File: config.mk
export PLATFORM = sky130hd
export DESIGN_NAME = id_ex_pipe_reg
export DESIGN_NICKNAME = d
export VERILOG_FILES = /design/src/rtl/id_ex_pipe_reg.sv
export SDC_FILE = /design/constraint.sdc
export NUM_CORES = 1
export LEC_CHECK = 0
export BUFFER_PORTS_ARGS = -buffer_cell sky130_fd_sc_hd__buf_2
export CAP_MARGIN = 15
export CELL_PAD_IN_SITES_DETAIL_PLACEMENT = 1
export CELL_PAD_IN_SITES_GLOBAL_PLACEMENT = 2
export CORE_ASPECT_RATIO = 1.2
export CORE_UTILIZATION = 32
export DETAILED_ROUTE_END_ITERATION = 10
export PLACE_DENSITY_LB_ADDON = 0.1
export SLEW_MARGIN = 20
export SYNTH_ARGS = -nofsm -noshare
export SYNTH_HDL_FRONTEND = slang
export SYNTH_SLANG_ARGS = --single-unit
File: constraint.sdc
create_clock -name clk -period 2.6 [get_ports clk]
set_clock_uncertainty 0.2 [all_clocks]
set_input_delay 0.39 -clock clk [delete_from_list [all_inputs] [get_ports clk]]
set_output_delay 0.39 -clock clk [all_outputs]
set_load 0.05 [all_outputs]
File: src/rtl/id_ex_pipe_reg.sv
// ============================================================================
// id_ex_pipe_reg : elastic ID->EX pipeline register, one-entry skid buffer
// Revision: 1.0
// ============================================================================
`default_nettype none

module id_ex_pipe_reg #(
  parameter int DATA_W = 32,
  parameter int ALUC_W = 4,
  parameter int REG_AW = 5,
  parameter int CNT_W  = 16
) (
  input  logic              clk,
  input  logic              clr,
  input  logic              flush,
  input  logic              in_valid,
  output logic              in_ready,
  input  logic              wreg,
  input  logic              m2reg,
  input  logic              wmem,
  input  logic              shift,
  input  logic              aluimm,
  input  logic [ALUC_W-1:0] aluc,
  input  logic [REG_AW-1:0] wn,
  input  logic [DATA_W-1:0] qa,
  input  logic [DATA_W-1:0] qb,
  input  logic [DATA_W-1:0] immeOrSa,
  output logic              out_valid,
  input  logic              out_ready,
  output logic              EXwreg,
  output logic              EXm2reg,
  output logic              EXwmem,
  output logic              EXshift,
  output logic              EXaluimm,
  output logic [ALUC_W-1:0] EXaluc,
  output logic [REG_AW-1:0] EXwn,
  output logic [DATA_W-1:0] EXqa,
  output logic [DATA_W-1:0] EXqb,
  output logic [DATA_W-1:0] EXimmeOrSa,
  output logic [CNT_W-1:0]  stall_cnt
);

  localparam int BW = 5 + ALUC_W + REG_AW + 3 * DATA_W;

  typedef enum logic [1:0] {
    ST_EMPTY = 2'd0,
    ST_ONE   = 2'd1,
    ST_FULL  = 2'd2
  } state_t;

  state_t           state_q, state_d;
  logic [BW-1:0]    m_q, m_d;
  logic [BW-1:0]    s_q, s_d;
  logic             in_ready_q;
  logic [CNT_W-1:0] cnt_q, cnt_d;
  logic [BW-1:0]    in_bundle;
  logic             accept;
  logic             drain;
  logic             m_wreg, m_m2reg, m_wmem;

  assign in_bundle = {wreg, m2reg, wmem, shift, aluimm, aluc, wn, qa, qb, immeOrSa};

  assign out_valid = (state_q != ST_EMPTY);
  assign in_ready  = in_ready_q;
  assign accept    = in_valid & in_ready_q;
  assign drain     = out_valid & out_ready;

  always_comb begin
    state_d = state_q;
    m_d     = m_q;
    s_d     = s_q;
    cnt_d   = cnt_q;
    case (state_q)
      ST_EMPTY: begin
        if (accept) begin
          state_d = ST_ONE;
          m_d     = in_bundle;
        end
      end
      ST_ONE: begin
        if (accept && drain) begin
          m_d = in_bundle;
        end else if (accept) begin
          state_d = ST_FULL;
          s_d     = in_bundle;
        end else if (drain) begin
          state_d = ST_EMPTY;
        end
      end
      ST_FULL: begin
        if (drain) begin
          state_d = ST_ONE;
          m_d     = s_q;
        end
      end
      default: state_d = ST_EMPTY;
    endcase
    // A redirect drops everything; held payload becomes don't-care behind out_valid=0.
    if (flush) begin
      state_d = ST_EMPTY;
      m_d     = m_q;
      s_d     = s_q;
    end
    if (out_valid && !out_ready && (cnt_q != {CNT_W{1'b1}})) begin
      cnt_d = cnt_q + {{(CNT_W-1){1'b0}}, 1'b1};
    end
  end

  always_ff @(posedge clk) begin
    if (clr) begin
      state_q    <= ST_EMPTY;
      m_q        <= '0;
      s_q        <= '0;
      in_ready_q <= 1'b1;
      cnt_q      <= '0;
    end else begin
      state_q    <= state_d;
      m_q        <= m_d;
      s_q        <= s_d;
      in_ready_q <= (state_d != ST_FULL);
      cnt_q      <= cnt_d;
    end
  end

  assign {m_wreg, m_m2reg, m_wmem, EXshift, EXaluimm, EXaluc, EXwn,
          EXqa, EXqb, EXimmeOrSa} = m_q;

  // Side-effecting controls must never leak out of a bubble.
  assign EXwreg    = m_wreg  & out_valid;
  assign EXm2reg   = m_m2reg & out_valid;
  assign EXwmem    = m_wmem  & out_valid;
  assign stall_cnt = cnt_q;

endmodule

`default_nettype wire

# Yosys cells after proc, flatten, opt, wreduce, memory -nomap -nowiden
# Cells that the tools add are included.
[classes]
add_sub_neg = 1
n_mul = 0
n_div = 0
n_lt_le_gt_ge = 0
n_eq_ne = 7
shift = 0
n_mux = 11
n_bitwise = 7
reduce_logical = 9
[op_table]
columns = ["cell", "n"]
rows = [
  ["$mux 110", 3],
  ["$pmux 110 s3", 1],
  ["$add 16x1->16 const B", 1],
  ["$ne 16x16->1 const B", 1],
  ["$mux 2", 6],
  ["$ne 2x2->1 const B", 4],
  ["$pmux 2 s3", 1],
  ["$and 1x1->1", 5],
  ["$reduce_and 5->1", 1],
  ["$reduce_and 4->1", 1],
  ["$logic_and 1x1->1", 3],
  ["$reduce_bool 3->1", 1],
  ["$eq 2x1->1 const B", 1],
  ["$eq 2x2->1 const B", 1],
  ["$logic_not 2->1", 1],
  ["$not 1->1", 2],
  ["$reduce_bool 2->1", 1],
  ["$logic_not 1->1", 1],
]
[word_totals]
regBits = 239
latchBits = 0
ramBits = 0
romBits = 0
inputBits = 115
out_inout_bits = 128
memories = 0

# Logic depth before layout (Yosys ltp)
# Gate-level depths: netlist (run 1).
[logic_depth]
word_depth = 8
depth_mapped = 7
ltp_nobuf = 5

# Worst setup path after synthesis (run 1)
# OpenSTA, ideal clock, no wires.
[synth_path]
path_kind = "register -> register"
startpoint = "register cnt_q[0], in the netlist stall_cnt[0]"
endpoint = "register cnt_q[15], in the netlist stall_cnt[15]"
setup_ns = 0.123
arrival_time_ns = 1.978
slack_ns = 0.298
path_stages_with_launch = 6
n_path_buf = 0
period_less_slack_ns = 2.302
path_cell_list = "dfxtp_1 ha_1 nand4_2 nor4_4 nor4_1 mux2_1"
[synth_via]
elab_chain_len = 2
elab_cells_between_ends = 3
cone_classes = "add/sub: 1; eq/ne: 1; reduce/logical: 1"
[synth_lines]
columns = ["element", "line", "source"]
rows = [
  ["start, declared", "55", "logic [CNT_W-1:0] cnt_q, cnt_d;"],
  ["start signal, assigned", "121", "cnt_q <= cnt_d;"],
  ["branches (longest 2 deep; another with $add 16x1->16)", "--", ""],
]
# Several ways; the timed one is not identified.
# A chain may end at the register's enable or synchronous reset.

# Worst setup path in the final report (run 1)
[layout_path]
startpoint = "register state_q[1]"
endpoint = "output port EXwreg"
[layout_via]
elab_chain_len = 2
[layout_lines]
columns = ["element", "line", "source"]
rows = [
  ["start, declared", "51", "state_t state_q, state_d;"],
  ["start signal, assigned", "117", "state_q <= state_d;"],
  ["$reduce_bool 2->1", "63", "assign out_valid = (state_q != ST_EMPTY);"],
  ["$and 1x1->1", "129", "assign EXwreg = m_wreg & out_valid;"],
  ["end, declared", "30", "output logic EXwreg,"],
]
# No other way between the ends.

==> flow_summary_export.csv, run 1 <==
group,metric,value,unit
power,power_density,670.2,nW/um^2
final_layout,nets,1517,
sta,setup_viol,0,
sta,finalHoldViolCount,0,
grt,grt_pass1_vias,9334,
logic_synthesis,ys_seq_elements,239,
sta,finalWorstSetupSlack,0.1933,ns
logic_synthesis,synth_ff_type,"dfxtp_1",
logic_synthesis,synthSimpleGateAreaFrac,11.30,%
clock_tree,tritoncts,"built",
power,p_switching,0.002529,W
worst_setup_path,critPathSlowestCell,"dfxtp_1",
final_layout,drive_gt1_share,22.34,%
drt,postRouteAntennaNets,0,
drt,via_per_inst,4.884,
logic_synthesis,ys_types,45,
worst_setup_path,rr_worst_depth,5,
floorplanning,core_area,33160,sq um
clock_tree,htreeDepth,1,
sta,max_freq,415.5,MHz
drt,drt_iter0_drc,348,
logic_synthesis,synth-compound-area-share,20.99,%
power,sw_frac_of_total,27.75,%
hold_path,hold_depth,2,
floorplanning,die_h,203.0,microns
power,pwr-share-seq,42.6,%
grt,gr-total-overflow,0,
worst_setup_path,crit_start,"state_q[1]",
final_layout,final_common_cell,"buf_2",
clock_tree,numClockSinks,239,
floorplanning,start_util,32.49,%
logic_synthesis,yosysSeqAreaShare,44.41,%
worst_setup_path,reg2reg_from,"in_ready",
logic_synthesis,synth.area.mux_share,10.63,%
final_layout,layout_common_cells,"buf_2, dfxtp_1, a21oi_1, nand2_1, dlygate4sd3_1",
grt,grt_pass1_wl,50530,microns
power,p_leak,5.929,nW
drt,drc,0,
drt,wirelength,31490,microns
sta,tightest_slew,0.6613,ns
logic_synthesis,synth_warnings,0,
logic_synthesis,postSynthCellCount,1218,
floorplanning,die_x,169.5,microns
sta,maxSlewViolCount,0,
logic_synthesis,synth_xor_area_share,0,%
drt,num_vias,9138,
power,p_comb_share,15.0,%
worst_setup_path,end_kind,"output port",
hold_path,holdCritPathClass,"in2reg",
clock_tree,clkTransAtPathRegs,0.06,ns
floorplanning,die_area,34410,sq um
outcome,status,"finished, final reports clean",
placement,gp_congestion,0.7002,
drt,routedWlPerCell,16.83,microns
placement,portBuffers,242,
worst_setup_path,worstPathArrival,1.82,ns
hold_path,hold_start,"clr",
floorplanning,io_pins,243,
clock_tree,clk_latency,0.54,ns
logic_synthesis,synth_nets,1334,
worst_setup_path,crit_chain,"nor2_1 -> nor2b_1 -> buf_2",
placement,dp_hpwl,18930,microns
clock_tree,cts_resized,0,
logic_synthesis,syn_area,10770,sq um
worst_setup_path,critical_path_class,"reg2out",
clock_tree,cts_setup_buffers,0,
clock_tree,cts_max_path_buffers,3,
drt,first_pass_iters,4,
grt,gr-usage-all-layers,18.11,%
clock_tree,clock-root-buffer,"clkbuf_16",
logic_synthesis,syn-mean-instance-area,8.845,sq um
sta,rsz0062_at_grt,"false",
clock_tree,cts_buffers,28,
final_layout,num-fill-cells,3899,
grt,antenna_found_initial,2,
final_layout,area_growth,26.19,%
sta,period_needed,2.407,ns
worst_setup_path,cpPeakStageDelay,0.58,ns
power,power.share.clock,42.5,%
job,maxCapViolCount,0,
worst_setup_path,crit_fanout,9,
logic_synthesis,synth-adder-area-share,0.1161,%
logic_synthesis,synth-edff-count,0,
power,p_int,0.006582,W
sta,fin_crit_sh,92.56,%
sta,tns,0,ns
placement,pre_cts_ws,0.4225,ns
power,vdd_ir_drop_max,0.0003440,V
sta,slew_headroom,55.51,%
floorplanning,fp-row-count,73,
logic_synthesis,synth_async_sr_flop_share,0,%
grt,grt_max_degree,99,
logic_synthesis,synth_top_family_by_area,"compound AO/OA/AOI/OAI gates",
worst_setup_path,cp.required,2.01,ns
worst_setup_path,cp-start-kind,"register",
## state kept, by name (all words and copies together) (netlist names)
register and count:
s_q 110, state_q 2, stall_cnt 16, m_q 110, in_ready 1
## per-stage QoR
step | utilization (%) | hold slack [ns] | instance area, sq um | total power, W | cells
after floorplan | - | 0.2357 | 10770 | 0.004974 | 1218
after global placement | 34.86 | 0.2405 | 11560 | 0.005183 | 1709
after detailed placement | 34.86 | 0.2461 | 11560 | 0.005197 | 1709
after CTS | 40.99 | 0.03001 | 13590 | 0.009285 | 1869
after global routing | 41.00 | 0.04751 | 13590 | 0.009509 | 1871
final | 41.00 | 0.05250 | 13590 | 0.009111 | 1871
## Yosys cell counts, drive strengths merged (2+ instances only)
| library cell | n | share of area, % |
|---|---|---|
| nand4 | 4 | 0.29 |
| and3 | 3 | 0.17 |
| a311oi | 110 | 8.9 |
| inv | 4 | 0.14 |
| or4 | 7 | 0.49 |
| nand2b | 2 | 0.12 |
| a21oi | 232 | 11 |
| nand3b | 2 | 0.14 |
| or3 | 3 | 0.17 |
| o31ai | 7 | 0.62 |
| nor2b | 8 | 0.53 |
| nor3 | 4 | 0.19 |
| nand2 | 224 | 7.8 |
| clkbuf | 68 | 2.5 |
| mux2 | 3 | 0.31 |
| nand3 | 6 | 0.37 |
| dfxtp | 239 | 44 |
| o21ai | 4 | 0.19 |
| mux2i | 111 | 10 |
| buf | 152 | 9.9 |
| nor2 | 8 | 0.28 |
| nor4 | 5 | 0.43 |
## what timing repair did
action                     CTS  global route
hold buffers               112             0
hold endpoints to repair   132             0
setup endpoints to repair    0             0
## kinds of logic after synthesis
group	after synthesis
AO/OA/AOI/OAI	359
AND/OR/NAND/NOR	280
flip-flops	239
buffers and inverters	225
multiplexers	114
adder cells (fa/ha/maj)	1
## final timing paths
path	endpoint	slack, ns
setup / recovery	EXwreg	0.19
hold / removal	stall_cnt[1]	0.05
setup reg to reg	m_q[20]	0.46
hold reg to reg	s_q[101]	0.25
## layer usage
metal | share of wire, % | track usage (%) | wire length (microns)
met1 | 46 | 23.25 | 14540
met2 | 47 | 30.73 | 14750
met3 | 5.0 | 3.665 | 1564
met4 | 2.0 | 4.730 | 627
met5 | 0 | 0 | 0
## power by group through the flow
| stage | clock [W] | sequential, W | combinational [W] |
|---|---|---|---|
| after floorplan | 0 | 0.00395 | 0.00103 |
| after global placement | 0 | 0.00396 | 0.00122 |
| after detailed placement | 0 | 0.00396 | 0.00124 |
| after CTS | 0.00403 | 0.00388 | 0.00137 |
| after global routing | 0.00415 | 0.00389 | 0.00146 |
| final | 0.00387 | 0.00388 | 0.00136 |
## layout make-up
| class | instances | area (sq um) | area share [%] |
|---|---|---|---|
| flip-flops and latches | 239 | 4785 | 35.20 |
| multi-input cells | 754 | 4661 | 34.28 |
| repair buffers | 373 | 2646 | 19.47 |
| clock buffers | 45 | 895.9 | 6.590 |
| well taps | 450 | 563.0 | 4.142 |
| inverters | 5 | 23.77 | 0.1749 |
| clock inverters | 3 | 15.01 | 0.1104 |
| diodes | 2 | 5.005 | 0.03682 |
## worst max-delay path: cells and delay by family, from the launching register on
kind	cells	cell delay, ns
buf+inv	1	0.31
flops	1	0.58
simple gates	2	0.39
Note: power is estimated with default switching activity, not from simulation.
==> run 2: changes to the inputs <==
CORE_UTILIZATION = 33   (was 32)
CTS_BUF_LIST = sky130_fd_sc_hd__clkbuf_4 sky130_fd_sc_hd__clkbuf_8   (was default)
RECOVER_POWER = 50   (was default)
==> flow_summary_export.csv, run 2 (synthesized netlist as in run 1, its figures left out) <==
group,metric,value,unit
sta,period_needed,2.355,ns
power,power_density,671.1,nW/um^2
drt,wirelength,32150,microns
worst_setup_path,cp.required,2.85,ns
floorplanning,die_area,33370,sq um
sta,fin_crit_sh,90.58,%
worst_setup_path,crit_fanout,105,
drt,routedWlPerCell,17.25,microns
worst_setup_path,cp-start-kind,"input port",
final_layout,regArea,4786,sq um
sta,tns,0,ns
clock_tree,clk_latency,0.57,ns
worst_setup_path,critical_path_class,"in2reg",
grt,grt_pass1_vias,9342,
final_layout,layout_common_cells,"dfxtp_1, a21oi_1, nand2_1, clkbuf_1, buf_2",
clock_tree,htreeDepth,2,
outcome,status,"finished, final reports clean",
grt,grt_max_degree,121,
final_layout,multi_input_area,4647,sq um
sta,slew_headroom,45.62,%
final_layout,nets,1542,
final_layout,antennaDiodeCount,0,
final_layout,num-fill-cells,3810,
job,maxCapViolCount,0,
sta,tightest_slew,0.8156,ns
clock_tree,tritoncts,"built",
drt,drt_iter0_drc,440,
worst_setup_path,critPathSlowestCell,"buf_6",
placement,portBuffers,242,
floorplanning,die_x,166.9,microns
placement,gp_congestion,0.7246,
worst_setup_path,worstPathArrival,2.61,ns
sta,setup_viol,0,
grt,gr-usage-all-layers,18.75,%
sta,maxSlewViolCount,0,
hold_path,holdCritPathClass,"in2reg",
final_layout,drive_gt1_share,16.06,%
sta,rsz0062_at_grt,"false",
drt,first_pass_iters,4,
power,vdd_ir_drop_max,0.0003155,V
clock_tree,cts_max_path_buffers,3,
clock_tree,clock-root-buffer,"clkbuf_8",
worst_setup_path,end_kind,"register",
grt,grt_pass1_wl,50450,microns
clock_tree,clkTransAtPathRegs,0.06,ns
clock_tree,numClockSinks,239,
clock_tree,cts_buffers,44,
final_layout,area_growth,25.25,%
drt,drc,0,
floorplanning,start_util,33.50,%
floorplanning,core_area,32160,sq um
floorplanning,die_h,199.9,microns
sta,finalHoldViolCount,0,
worst_setup_path,cpPeakStageDelay,0.63,ns
drt,via_per_inst,5.044,
final_layout,final_common_cell,"dfxtp_1",
grt,antenna_found_initial,0,
grt,gr-total-overflow,0,
worst_setup_path,crit_chain,"dlygate4sd3_1 -> buf_2 -> nor2b_1 -> o31ai_4 -> buf_6 -> a21oi_1 -> a311oi_1",
sta,whs,0.2135,ns
floorplanning,fp-row-count,72,
power,p_leak,5.524,nW
floorplanning,io_pins,243,
drt,postRouteAntennaNets,0,
placement,dp_hpwl,19690,microns
drt,num_vias,9402,
sta,max_freq,424.6,MHz
-- run 2: cell types whose count changed in the layout (fill, tap and decap cells not counted), moves of 2 or more --
cell	before	now
clkinv_2	3	1
clkbuf_1	5	125
diode_2	2	0
clkbuf_8	12	54
clkbuf_4	0	21
buf_12	13	16
buf_2	241	117
buf_4	6	9
clkbuf_16	29	0
-- run 2: report_power, final --
part	internal [W]	total (W)	switching, W
clock	0.00222	0.00384	0.00162
sequential	0.00381	0.00389	0.0000792
combinational	0.000417	0.00133	0.000913
-- run 2: worst max-delay path: cells and delay by family --
| family | cells | cell delay (ns) |
|---|---|---|
| buffers and inverters | 3 | 1.32 |
| AND/OR/NAND/NOR | 1 | 0.13 |
| AO/OA/AOI/OAI | 3 | 0.70 |
-- run 2: what timing repair did --
item,CTS,global route
hold buffers,112,0
hold endpoints to repair,205,0
resized for setup,0,1
endpoints found under the setup margin,0,1
buffers inserted,0,0
-- run 2: layer usage --
metal  GRT usage [%]  up-vias  share of wire (%)  wire length, microns
met4           5.761        0                1.8                   584
met2           32.12      198                 48                 15520
li1                -     4677                  -                     -
met3           4.692       53                5.6                  1807
met1           23.13     4474                 44                 14230
met5               0        -                  0                     0
-- run 2: area by class of cell --
cell class | count | share of cell area [%]
flip-flops and latches | 239 | 35.47
clock buffers | 73 | 6.519
clock inverters | 4 | 0.3802
repair buffers | 382 | 19.24
inverters | 5 | 0.1762
well taps | 407 | 3.774
multi-input cells | 754 | 34.44
-- run 2: final timing paths --
| kind | slack, ns | from | to | cells past startpoint |
|---|---|---|---|---|
| max | 0.24 | out_ready | m_q[47] | 7 |
| min | 0.21 | clr | s_q[0] | 2 |
| max reg2reg | 0.32 | state_q[0] | m_q[47] | 5 |
| min reg2reg | 0.25 | s_q[26] | s_q[26] | 2 |
-- run 2: per-stage QoR --
step	util, %	cell area (sq um)	cells	worst slack, ns	power (W)
floorplan	-	10770	1218	0.2984	0.004974
global route	41.95	13490	1864	0.09076	0.009473
finish	41.95	13490	1864	0.2449	0.009055
global placement	36.25	11660	1675	0.4772	0.005192
detailed placement	36.25	11660	1675	0.4416	0.005209
CTS	42.63	13710	1864	0.04937	0.009275
